**config.mk**
```make
export PLATFORM = sky130hd
export DESIGN_NAME = pipe_ctrl
export DESIGN_NICKNAME = d
export VERILOG_FILES = /design/src/rtl/pipe_ctrl.sv
export SDC_FILE = /design/constraint.sdc
export NUM_CORES = 1
export LEC_CHECK = 0
export CELL_PAD_IN_SITES_DETAIL_PLACEMENT = 0
export CELL_PAD_IN_SITES_GLOBAL_PLACEMENT = 2
export CORE_ASPECT_RATIO = 1.1
export CORE_MARGIN = 2
export CORE_UTILIZATION = 31
export DETAILED_ROUTE_END_ITERATION = 10
export GPL_ROUTABILITY_DRIVEN = 0
export PLACE_DENSITY_LB_ADDON = 0.1
export SETUP_SLACK_MARGIN = 0.4
export SYNTH_ARGS = -nofsm -noshare
export SYNTH_HDL_FRONTEND = slang
export SYNTH_SLANG_ARGS = --single-unit
```
**constraint.sdc**
```tcl
create_clock -name clk -period 5.6 [get_ports clk]
set_input_delay 1.12 -clock clk [delete_from_list [all_inputs] [get_ports clk]]
set_output_delay 1.12 -clock clk [all_outputs]
set_load 0.005 [all_outputs]
```
**src/rtl/pipe_ctrl.sv**
```systemverilog
// Pipeline stall/flush controller: merges ID and EX hold requests and the flush
// request into a per-stage stall vector, sequences multi-cycle EX ops and counts stalled cycles.
module pipe_ctrl #(
    parameter int unsigned MC_CYCLES = 4
) (
    input  logic        clk,
    input  logic        rst,
    input  logic        pipe_ctrl_stallreq_id_i,
    input  logic        pipe_ctrl_mc_req_i,
    input  logic        pipe_ctrl_flush_req_i,
    output logic [5:0]  pipe_ctrl_stall_o,
    output logic        pipe_ctrl_flush_o,
    output logic        pipe_ctrl_mc_done_o,
    output logic        pipe_ctrl_busy_o,
    output logic [31:0] pipe_ctrl_stall_cnt_o
);

    localparam int unsigned CW = (MC_CYCLES > 1) ? $clog2(MC_CYCLES) : 1;
    localparam logic [CW-1:0] CNT_START = CW'(MC_CYCLES - 2);
    localparam logic [5:0] STALL_ID   = 6'b000111;
    localparam logic [5:0] STALL_EX   = 6'b001111;
    localparam logic [5:0] STALL_NONE = 6'b000000;

    typedef enum logic [1:0] {
        IDLE,
        BUSY,
        DONE
    } state_t;

    state_t        state_q;
    logic [CW-1:0] cnt_q;
    logic [31:0]   stall_cnt_q;
    logic [31:0]   stall_cnt_d;
    logic          ex_stall;

    // The IDLE cycle that accepts the request already counts as the first stall cycle.
    always_comb begin
        ex_stall            = ((state_q == IDLE) && pipe_ctrl_mc_req_i) || (state_q == BUSY);
        pipe_ctrl_stall_o   = STALL_NONE;
        pipe_ctrl_flush_o   = 1'b0;
        pipe_ctrl_mc_done_o = 1'b0;
        pipe_ctrl_busy_o    = 1'b0;
        if (!rst) begin
            pipe_ctrl_busy_o  = (state_q != IDLE);
            pipe_ctrl_flush_o = pipe_ctrl_flush_req_i;
            if (!pipe_ctrl_flush_req_i) begin
                pipe_ctrl_mc_done_o = (state_q == DONE);
                if (ex_stall) begin
                    pipe_ctrl_stall_o = STALL_EX;
                end else if (pipe_ctrl_stallreq_id_i) begin
                    pipe_ctrl_stall_o = STALL_ID;
                end
            end
        end
    end

    always_comb begin
        stall_cnt_d = stall_cnt_q;
        if ((pipe_ctrl_stall_o != STALL_NONE) && (stall_cnt_q != '1)) begin
            stall_cnt_d = stall_cnt_q + 32'd1;
        end
    end

    always_ff @(posedge clk) begin
        if (rst) begin
            state_q     <= IDLE;
            cnt_q       <= '0;
            stall_cnt_q <= '0;
        end else begin
            stall_cnt_q <= stall_cnt_d;
            if (pipe_ctrl_flush_req_i) begin
                state_q <= IDLE;
                cnt_q   <= '0;
            end else begin
                case (state_q)
                    IDLE: begin
                        if (pipe_ctrl_mc_req_i) begin
                            state_q <= BUSY;
                            cnt_q   <= CNT_START;
                        end
                    end
                    BUSY: begin
                        if (cnt_q == '0) begin
                            state_q <= DONE;
                        end else begin
                            cnt_q <= cnt_q - CW'(1);
                        end
                    end
                    DONE:    state_q <= IDLE;
                    default: state_q <= IDLE;
                endcase
            end
        end
    end

    assign pipe_ctrl_stall_cnt_o = stall_cnt_q;

endmodule

```
==> summary.md <==
| Metric | Value |
|---|---|
| Initial Utilization | 0.3264 |
| Area grow syn2layout | 29.72% |
| Initial antenna violation count | 0 |
| FF-to-FF setup slack | 3070 ps |
| Clk slew on worst S/H paths | 70 ps |
| Largest net degree at the start of global routing | 42 |
| Worst Tran Pin Value | 826.5 ps |
| Diode count | 0 |
| # resized after CTS | 0 |
| Most common cell after layout, fill and taps aside | clkdlybuf4s50_1 |
| Pre-antenna DRT Iters | 4 |
| Total Power | 0.4813 mW |
| Hold buffer count at CTS | 0 |
| Die X | 78.78 um |
| PortBufs | 43 |
| Worst Path Max Fanout | 5 |
| Pwr dens | 194.6 mW/mm^2 |
| Post-synth top flop | dfxtp_1 |
| Setup TNS | 0 ps |
| Core Area | 0.005842 mm^2 |
| Antenna Nets Post-Route | 0 |
| Post-CTS Setup Inserts | 0 |
| Via density | 5.179 |
| Max-cap violations | 0 |
| Final period util | 0.7148 |
| First-pass GRT wire length | 8355 um |
| FF-to-FF End | pipe_ctrl_stall_cnt_o[26]$_SDFFE_PP0P_ |
| Num ports | 46 |
| Hold Vio Cnt, Final | 0 |
| Critical Path End Type | primary output |
| Arrival time of the worst setup path | 2880 ps |
| Worst relative slew slack | 0.4444 |
| Seq cells post-synth | 36 |
| Register area share after synthesis | 0.3780 |
| Reg2reg start | pipe_ctrl_stall_cnt_o[0]$_SDFFE_PP0P_ |
| Post-Route Utilization | 0.4234 |
| Gate Count Post-Synth | 229 |
| Static leakage | 0.7946 nW |
| Number of synthesized flops with an enable pin | 0 |
| CTS Buf Count | 5 |
| Outcome | finished, final reports clean |
| Worst Setup SP | pipe_ctrl_mc_req_i |
| Final Critical Period | 4003 ps |
| Kind of critical path | input pin to primary output |
| Max Slew Vio Count | 0 |
| Drt initial violations | 75 |
| Clock root cell | clkbuf_8 |
| Netlist cell types | 46 |
| Longest Clk Path Bufs | 2 |
| GRT Overall Usage | 0.1571 |
| Worst skew pair latency | 290 ps |
| CP required | 4480 ps |
| Detailed Route WL | 4954 um |
| Synthesized area per cell | 8.327 um^2 |
| VDD IR-drop max | 102.5 uV |
| Die height | 86.26 um |
| Final nets | 275 |
| Vias | 1792 |
| Commonest non-fill, non-tap cells in the layout | clkdlybuf4s50_1 (43), dfxtp_1 (36), nor2_1 (25), o21ai_0 (13), a21oi_1 (13) |
| Reg2Reg Depth | 6 |
| CTS tree | yes |
| Final Skew | 4.090 ps |
| Die area | 0.006795 mm^2 |
| Num rows | 29 |
| Vias in the first global route | 1673 |
| Htree depth | 2 |
| Ys Warns | 0 |
| Fmax | 249.8 MHz |
| CTS sink cnt | 36 |
| Worst setup SP type | input pin |
| Layout cells sized above 1 | 0.07063 |
| Post-route DRC | 0 |
| CP endpoint | pipe_ctrl_stall_o[1] |
| GRT Residual Overflow | 0 |
| Worst Hold Class | flip-flop to flip-flop |
| Ys async rst share | 0 |
| RSZ-0062 raised after global routing | no |
| Synth Cell Area | 0.001907 mm^2 |
| Wire length per cell | 14.32 um |
| Hpwl dp | 3517 um |
| Endpoints failing setup | 0 |
stage by stage:
stage	hold WS (ps)	area, um^2	worst slack, ps	instances
floorplan	476.2	1911	2522	230
global placement	495.4	2384	1633	338
detailed placement	495.9	2384	1566	338
CTS	518.7	2474	1571	346
global route	565.8	2474	1417	346
finish	514.7	2474	1597	346
metal layers:
metal	routed length, um	global-route usage
met4	76	0.06699
met5	0	0
met2	2399	0.2541
met1	2273	0.2000
met3	204	0.03750
registers in the layout, indices dropped and copies added, names as in the netlist:
register and count:
cnt_q 2, state_q 2, pipe_ctrl_stall_cnt_o 32
cells by family (layout without fill, tap and decap cells):
| family | Yosys count | after routing | share of synthesized area |
|---|---|---|---|
| mux | 4 | 4 | 0.02231 |
| xor+xnor | 9 | 9 | 0.04134 |
| fa+ha+maj | 2 | 2 | 0.01312 |
| compound gates | 53 | 53 | 0.1896 |
| buf+inv | 24 | 63 | 0.05774 |
| flops | 36 | 36 | 0.3780 |
| other cells | 1 | 2 | 0.001967 |
| simple gates | 100 | 100 | 0.2959 |
final cells by class:
cell class	count	area, um^2
fill	619	3368
multi-input combinational	170	1080
sequential	36	720.7
timing repair buffer	46	452.9
tap	77	96.34
clock buffer	8	90.09
inverter	9	33.78
cells in the mapped netlist (all sizes together) (3+ instances only):
| library cell | instances | share of area |
|---|---|---|
| clkbuf | 6 | 0.012 |
| inv | 9 | 0.018 |
| a21oi | 13 | 0.034 |
| nand2b | 3 | 0.0098 |
| a311oi | 3 | 0.014 |
| nand4 | 11 | 0.043 |
| nand2 | 9 | 0.018 |
| o211ai | 3 | 0.012 |
| or4 | 7 | 0.028 |
| nand3 | 10 | 0.026 |
| nor4 | 7 | 0.026 |
| nor2b | 4 | 0.013 |
| o21ai | 13 | 0.034 |
| buf | 9 | 0.028 |
| dfxtp | 36 | 0.38 |
| o31ai | 5 | 0.020 |
| a21o | 3 | 0.012 |
| nor2 | 25 | 0.049 |
| a41o | 3 | 0.016 |
| nor3 | 6 | 0.016 |
| xnor2 | 8 | 0.037 |
| or3 | 9 | 0.032 |
where the power goes:
group / internal, mW / switching (mW) / leakage (nW)
registers: 0.258 / 0.00225 / 0.290
logic: 0.0139 / 0.0153 / 0.459
clock network: 0.100 / 0.0918 / 0.0455
how the worst min path moves through the flow:
stage	startpoint	endpoint	slack, ps	cells after the start
after detailed placement	pipe_ctrl_stall_cnt_o[29]$_SDFFE_PP0P_	pipe_ctrl_stall_cnt_o[29]$_SDFFE_PP0P_	500	1
after global placement	pipe_ctrl_stall_cnt_o[29]$_SDFFE_PP0P_	pipe_ctrl_stall_cnt_o[29]$_SDFFE_PP0P_	500	1
after CTS	pipe_ctrl_stall_cnt_o[29]$_SDFFE_PP0P_	pipe_ctrl_stall_cnt_o[29]$_SDFFE_PP0P_	520	1
final	pipe_ctrl_stall_cnt_o[29]$_SDFFE_PP0P_	pipe_ctrl_stall_cnt_o[29]$_SDFFE_PP0P_	510	1
after global routing	pipe_ctrl_stall_cnt_o[10]$_SDFFE_PP0P_	pipe_ctrl_stall_cnt_o[10]$_SDFFE_PP0P_	570	2
after floorplan	pipe_ctrl_stall_cnt_o[29]$_SDFFE_PP0P_	pipe_ctrl_stall_cnt_o[29]$_SDFFE_PP0P_	480	1
critical path, cell delays in order:
cell,delay (ps)
clkdlybuf4s50_1,440
o21ba_2,220
o21ai_0,420
inv_1,190
clkdlybuf4s50_1,490
Power figures use the tool's default switching activity.
